**src/rtl/bcd_pkg.sv**
```systemverilog
// Shared definitions for the sequential binary-to-BCD converter.
//   state_t       : converter FSM states (IDLE, SHIFT, DONE)
//   BCD_DIGIT_W   : bits per BCD digit
//   ADD3_THRESH   : digit value at or above which +3 is applied before a shift
//   digits_enough : true when DIGITS decimal digits can hold 2^WIDTH-1
package bcd_pkg;

  typedef enum logic [1:0] {
    IDLE  = 2'd0,
    SHIFT = 2'd1,
    DONE  = 2'd2
  } state_t;

  localparam int         BCD_DIGIT_W = 4;
  localparam logic [3:0] ADD3_THRESH = 4'd5;

  // Compares 10^digits against the largest WIDTH-bit value. The decimal
  // capacity saturates so that large DIGITS values cannot overflow.
  function automatic bit digits_enough(input int width, input int digits);
    longint unsigned cap;
    longint unsigned maxv;
    cap = 64'd1;
    for (int i = 0; i < digits; i++) begin
      if (cap <= 64'd1_000_000_000_000_000_000)
        cap = cap * 64'd10;
    end
    if (width >= 64)
      maxv = {64{1'b1}};
    else
      maxv = (64'd1 << width) - 64'd1;
    return cap > maxv;
  endfunction

endpackage

```
**src/rtl/dabble_digit.sv**
```systemverilog
// Per-digit double-dabble correction: a digit that is 5 or more gets 3 added
// so that the following left shift carries correctly into the next decade.
// Ports:
//   din  : current 4-bit BCD digit (0..9 in normal operation)
//   dout : corrected digit, ready to be shifted
module dabble_digit
  import bcd_pkg::*;
(
  input  logic [BCD_DIGIT_W-1:0] din,
  output logic [BCD_DIGIT_W-1:0] dout
);

  always_comb begin
    dout = din;
    if (din >= ADD3_THRESH)
      dout = din + BCD_DIGIT_W'(3);
  end

endmodule

```
**src/rtl/bin_to_bcd_seq.sv**
```systemverilog
// Sequential shift-add-3 (double-dabble) binary to packed BCD converter.
// One bit of the input is consumed per SHIFT cycle; the result is published
// in DONE together with a one-cycle valid pulse.
// Parameters:
//   WIDTH  : binary input width
//   DIGITS : number of BCD output digits (10^DIGITS must exceed 2^WIDTH-1)
// Ports:
//   clk   : clock, rising edge
//   rst   : synchronous active-high reset
//   start : conversion request, honoured only while ready=1
//   bin   : unsigned value, sampled on the accepting edge only
//   ready : high in IDLE
//   busy  : high in SHIFT
//   valid : one-cycle pulse in DONE marking a new bcd value
//   bcd   : packed BCD result, digit 0 (units) in bits [3:0]; held between pulses
//   blank : per-digit leading-zero flag (only with BIN2BCD_BLANK_EN defined);
//           blank[0] is always 0, blank[i] set when digit i and all above are 0
// Optional build macro: BIN2BCD_BLANK_EN enables the blank output.
module bin_to_bcd_seq
  import bcd_pkg::*;
#(
  parameter int WIDTH  = 8,
  parameter int DIGITS = 3
) (
  input  logic                          clk,
  input  logic                          rst,
  input  logic                          start,
  input  logic [WIDTH-1:0]              bin,
  output logic                          ready,
  output logic                          busy,
  output logic                          valid,
  output logic [BCD_DIGIT_W*DIGITS-1:0] bcd
`ifdef BIN2BCD_BLANK_EN
  ,
  output logic [DIGITS-1:0]             blank
`endif
);

  localparam int BW = BCD_DIGIT_W * DIGITS;
  localparam int CW = $clog2(WIDTH + 1);

  generate
    if (!digits_enough(WIDTH, DIGITS)) begin : g_digits_chk
      $error("bin_to_bcd_seq: DIGITS=%0d cannot represent 2^%0d-1", DIGITS, WIDTH);
    end
    if (WIDTH < 1) begin : g_width_chk
      $error("bin_to_bcd_seq: WIDTH must be at least 1");
    end
  endgenerate

  state_t          state_reg,   state_next;
  logic [WIDTH-1:0] sh_reg,     sh_next;
  logic [BW-1:0]   scratch_reg, scratch_next;
  logic [CW-1:0]   cnt_reg,     cnt_next;
  logic [BW-1:0]   bcd_reg,     bcd_next;

  logic [BW-1:0]         corr;     // scratch after per-digit correction
  logic [BW+WIDTH-1:0]   shifted;  // {corr, sh_reg} shifted left by one
  logic [BW-1:0]         result;   // scratch value after this SHIFT cycle
  logic                  unused_msb;

  // Per-digit correction is applied to the whole scratch register in parallel.
  generate
    for (genvar gi = 0; gi < DIGITS; gi++) begin : g_dabble
      dabble_digit u_dabble_digit (
        .din  (scratch_reg[gi*BCD_DIGIT_W +: BCD_DIGIT_W]),
        .dout (corr[gi*BCD_DIGIT_W +: BCD_DIGIT_W])
      );
    end
  endgenerate

  assign shifted = {corr, sh_reg} << 1;
  assign result  = shifted[BW+WIDTH-1:WIDTH];
  // The corrected top bit is shifted out; with a sufficient DIGITS it is 0.
  assign unused_msb = corr[BW-1];

`ifdef BIN2BCD_BLANK_EN
  logic [DIGITS-1:0] blank_reg, blank_next;
  logic [DIGITS-1:0] hz;          // digit gi and every higher digit are zero
  logic [DIGITS-1:0] blank_load;  // blank flags derived from result

  generate
    for (genvar gi = 0; gi < DIGITS; gi++) begin : g_blank
      if (gi == DIGITS - 1) begin : g_top
        assign hz[gi] = (result[gi*BCD_DIGIT_W +: BCD_DIGIT_W] == '0);
      end else begin : g_chain
        assign hz[gi] = (result[gi*BCD_DIGIT_W +: BCD_DIGIT_W] == '0) && hz[gi+1];
      end
      if (gi == 0) begin : g_units
        // Units digit is always shown so that zero displays as "0".
        assign blank_load[gi] = 1'b0;
      end else begin : g_upper
        assign blank_load[gi] = hz[gi];
      end
    end
  endgenerate

  assign blank = blank_reg;
`endif

  // Next-state, datapath and status outputs.
  always_comb begin
    state_next   = state_reg;
    sh_next      = sh_reg;
    scratch_next = scratch_reg;
    cnt_next     = cnt_reg;
    bcd_next     = bcd_reg;
`ifdef BIN2BCD_BLANK_EN
    blank_next   = blank_reg;
`endif
    ready        = 1'b0;
    busy         = 1'b0;
    valid        = 1'b0;

    case (state_reg)
      IDLE: begin
        ready = 1'b1;
        if (start) begin
          sh_next      = bin;
          scratch_next = '0;
          cnt_next     = CW'(WIDTH);
          state_next   = SHIFT;
        end
      end

      SHIFT: begin
        busy         = 1'b1;
        scratch_next = result;
        sh_next      = shifted[WIDTH-1:0];
        cnt_next     = cnt_reg - CW'(1);
        // On the last bit the final scratch value goes straight into the
        // output register, so bcd is already updated during DONE and no
        // intermediate scratch value ever reaches the output.
        if (cnt_reg == CW'(1)) begin
          state_next = DONE;
          bcd_next   = result;
`ifdef BIN2BCD_BLANK_EN
          blank_next = blank_load;
`endif
        end
      end

      DONE: begin
        valid      = 1'b1;
        state_next = IDLE;
      end

      default: begin
        state_next = IDLE;
      end
    endcase
  end

  always_ff @(posedge clk) begin
    if (rst) begin
      state_reg   <= IDLE;
      sh_reg      <= '0;
      scratch_reg <= '0;
      cnt_reg     <= '0;
      bcd_reg     <= '0;
`ifdef BIN2BCD_BLANK_EN
      blank_reg   <= ~DIGITS'(1);
`endif
    end else begin
      state_reg   <= state_next;
      sh_reg      <= sh_next;
      scratch_reg <= scratch_next;
      cnt_reg     <= cnt_next;
      bcd_reg     <= bcd_next;
`ifdef BIN2BCD_BLANK_EN
      blank_reg   <= blank_next;
`endif
    end
  end

  assign bcd = bcd_reg;

endmodule

```
**config.mk**
```make
export PLATFORM = sky130hd
export DESIGN_NAME = bin_to_bcd_seq
export DESIGN_NICKNAME = d
export VERILOG_FILES = /design/src/rtl/bcd_pkg.sv /design/src/rtl/dabble_digit.sv /design/src/rtl/bin_to_bcd_seq.sv
export SDC_FILE = /design/constraint.sdc
export NUM_CORES = 1
export LEC_CHECK = 0
export ABC_AREA = 1
export BUFFER_PORTS_ARGS = -buffer_cell sky130_fd_sc_hd__buf_4
export CORE_MARGIN = 3
export CORE_UTILIZATION = 56
export CTS_CLUSTER_SIZE = 10
export DETAILED_ROUTE_END_ITERATION = 8
export PLACE_DENSITY = 0.78
export SLEW_MARGIN = 0
export SYNTH_ARGS = -nofsm -noshare
export SYNTH_HDL_FRONTEND = slang
export SYNTH_HIERARCHICAL = 1
export SYNTH_SLANG_ARGS = --single-unit
```
**constraint.sdc**
```tcl
create_clock -name clk -period 1.8 [get_ports clk]
set_input_delay 0 -clock clk [delete_from_list [all_inputs] [get_ports clk]]
set_output_delay 0 -clock clk [all_outputs]
set_load 0.1 [all_outputs]
```
==> impl_metrics.toml <==
[cts]
cts_setup_buffers = 0
clockBufferDepth = 2
cts-buffers-inserted = 5
cts_tree = "yes"
cts.sinks = 38
clkSlewWorstSetupHoldPaths_ps = 110
clock_latency_ps = 350
cts-htree-levels = 2
ctsRootBufferMaster = "clkbuf_4"

[sta]
setup_viol = 0
period_share = 0.913
slew_headroom = 0.603
finalHoldViolCount = 0
timing.fmax_mhz = 609
grt_setup_unrepaired = "no"
whs_ps = 142
tightest_slew_ps = 595
setup_tns_ps = 0
slew_violations = 0
post-route-min-period_ps = 1640
fin_worst_skew_ps = 9.26

[placement]
port_buffers = 25
gp_congestion = 0.800
placed_cells = 309
post-dp-hpwl_um = 2530

[global_routing]
grt_pass1_wl_um = 6490
grt_max_degree = 24
grt_overflow = 0
grt_use_total = 0.199
antenna_found_initial = 0
grt_pass1_vias = 1508

[floorplanning]
rows = 20
start_util = 0.600
dieArea_um2 = 4050
io_pins = 26
die_w_um = 63.7
core_area_um2 = 3100
die_y_um = 63.7

[yosys]
syn_avg_cell_area_um2 = 7.45
synth_area_um2 = 1860
syn_inst = 250
synth_nets = 269
yosys_warnings = 6

[worst_setup_path]
end_kind = "flop"
worstSetupPathType = "reg2reg"
crit_path_max_incr_delay_ps = 550
crit_slowest_cell = "dlygate4sd3_1"
start_kind = "flop"
r2r_slack_ps = 160
worstPathRequired_ps = 2040
cp.arrival_ps = 1880
crit_chain = "nand2_4 -> nand2_4 -> inv_6 -> nand2_1 -> a21oi_1 -> dlygate4sd3_1"
worstPathMaxFanout = 18
crit_top_cell = "nand2_4"

[route]
wl_per_cell_um = 11.8
drtIter0Drc = 123
drt_pass1_iterations = 4
post-route-drc-count = 0
ant_nets = 0
via_per_inst = 5.09
wirelength_um = 3860
num_vias = 1664

[final_layout]
antenna_cells = 0
fill_cells = 285
nets = 301
final_util = 0.704
areaGrowthSynthToFinish_pct = 17.4
stdcell_count = 327
regArea_um2 = 761
drive_above_1_share = 0.201
multi_input_area_um2 = 931

[pwr]
p_sw_uw = 642
p_seq_frac = 0.504
switching_share = 0.346
internal_power_mw = 1.21
p_leak_nw = 0.950
vdd_drop_max_uv = 581
clockPowerShare = 0.251
cellPowerDensity_nw_per_um2 = 848
total_power_mw = 1.85
p_comb_frac = 0.245

[flow_run]
maxCapViolCount = 0

[hold_path]
min_path_type = "in2reg"

[run_status]
outcome = "complete, no violations"
## layer usage
metal  track usage  vias up  routed length, um
li1              -      869                  -
met1         0.261      744               1850
met2         0.322       46               1800
met3        0.0428        5                184
met4        0.0674        0                 31
met5             0        -                  0
## power by group through the flow
stage	combinational (mW)	clock (mW)	sequential, mW
final	0.454	0.465	0.934
after global routing	0.492	0.510	0.941
after CTS	0.452	0.475	0.933
after detailed placement	0.434	0	0.952
after global placement	0.431	0	0.951
after floorplan	0.269	0	1.04
## cell usage in the layout (no fill, tap or decap)
cell type,instances
nand2_1,50
nor2_1,41
dfxtp_1,38
buf_4,25
o21ai_0,24
a21oi_1,22
inv_1,16
dlygate4sd3_1,10
ha_1,8
nor2_4,7
o22ai_1,7
inv_2,6
nand3_1,6
clkbuf_4,5
nand2_2,3
o21ai_2,3
nand2_4,2
o21ai_1,2
a21oi_2,2
inv_6,1
nor3_1,1
nor2_2,1
clkbuf_8,1
clkbuf_1,1
clkinv_2,1
## per-stage QoR
| stage | setup slack [ps] | instance area, um^2 |
|---|---|---|
| CTS | 64.3 | 2180 |
| global route | 32.6 | 2190 |
| finish | 157 | 2190 |
| global placement | 330 | 2020 |
| floorplan | 166 | 1860 |
| detailed placement | 302 | 2020 |
## path summary, 6_finish.rpt
check,depth (start not counted),start,end
hold / removal,5,start,state_reg[0]$_SDFFE_PP0P_
setup / recovery,6,state_reg[0]$_SDFFE_PP0P_,sh_reg[0]$_SDFFE_PP0P_
hold reg to reg,2,scratch_reg[11]$_SDFFE_PP0P_,scratch_reg[11]$_SDFFE_PP0P_
setup reg to reg,6,state_reg[0]$_SDFFE_PP0P_,sh_reg[0]$_SDFFE_PP0P_
## critical path, delay by kind of cell, from the launching register on
family / cells / cell delay [ps]
DFF: 1 / 460
and+or+nand+nor: 3 / 380
AOI/OAI and AO/OA: 1 / 50
buffers and inverters: 2 / 650
## cell type report
class                   count  area share
multi-input cells         179       0.426
flip-flops and latches     38       0.348
repair buffers             35       0.132
inverters                  23      0.0418
clock buffers               7      0.0252
well taps                  44      0.0252
clock inverters             1     0.00229
## what timing repair did
action,CTS,global route
gates resized for setup,0,3
hold buffers,10,0
hold endpoints to repair,22,0
endpoints found under the setup margin,0,1
(Power assumes the default switching activity.)
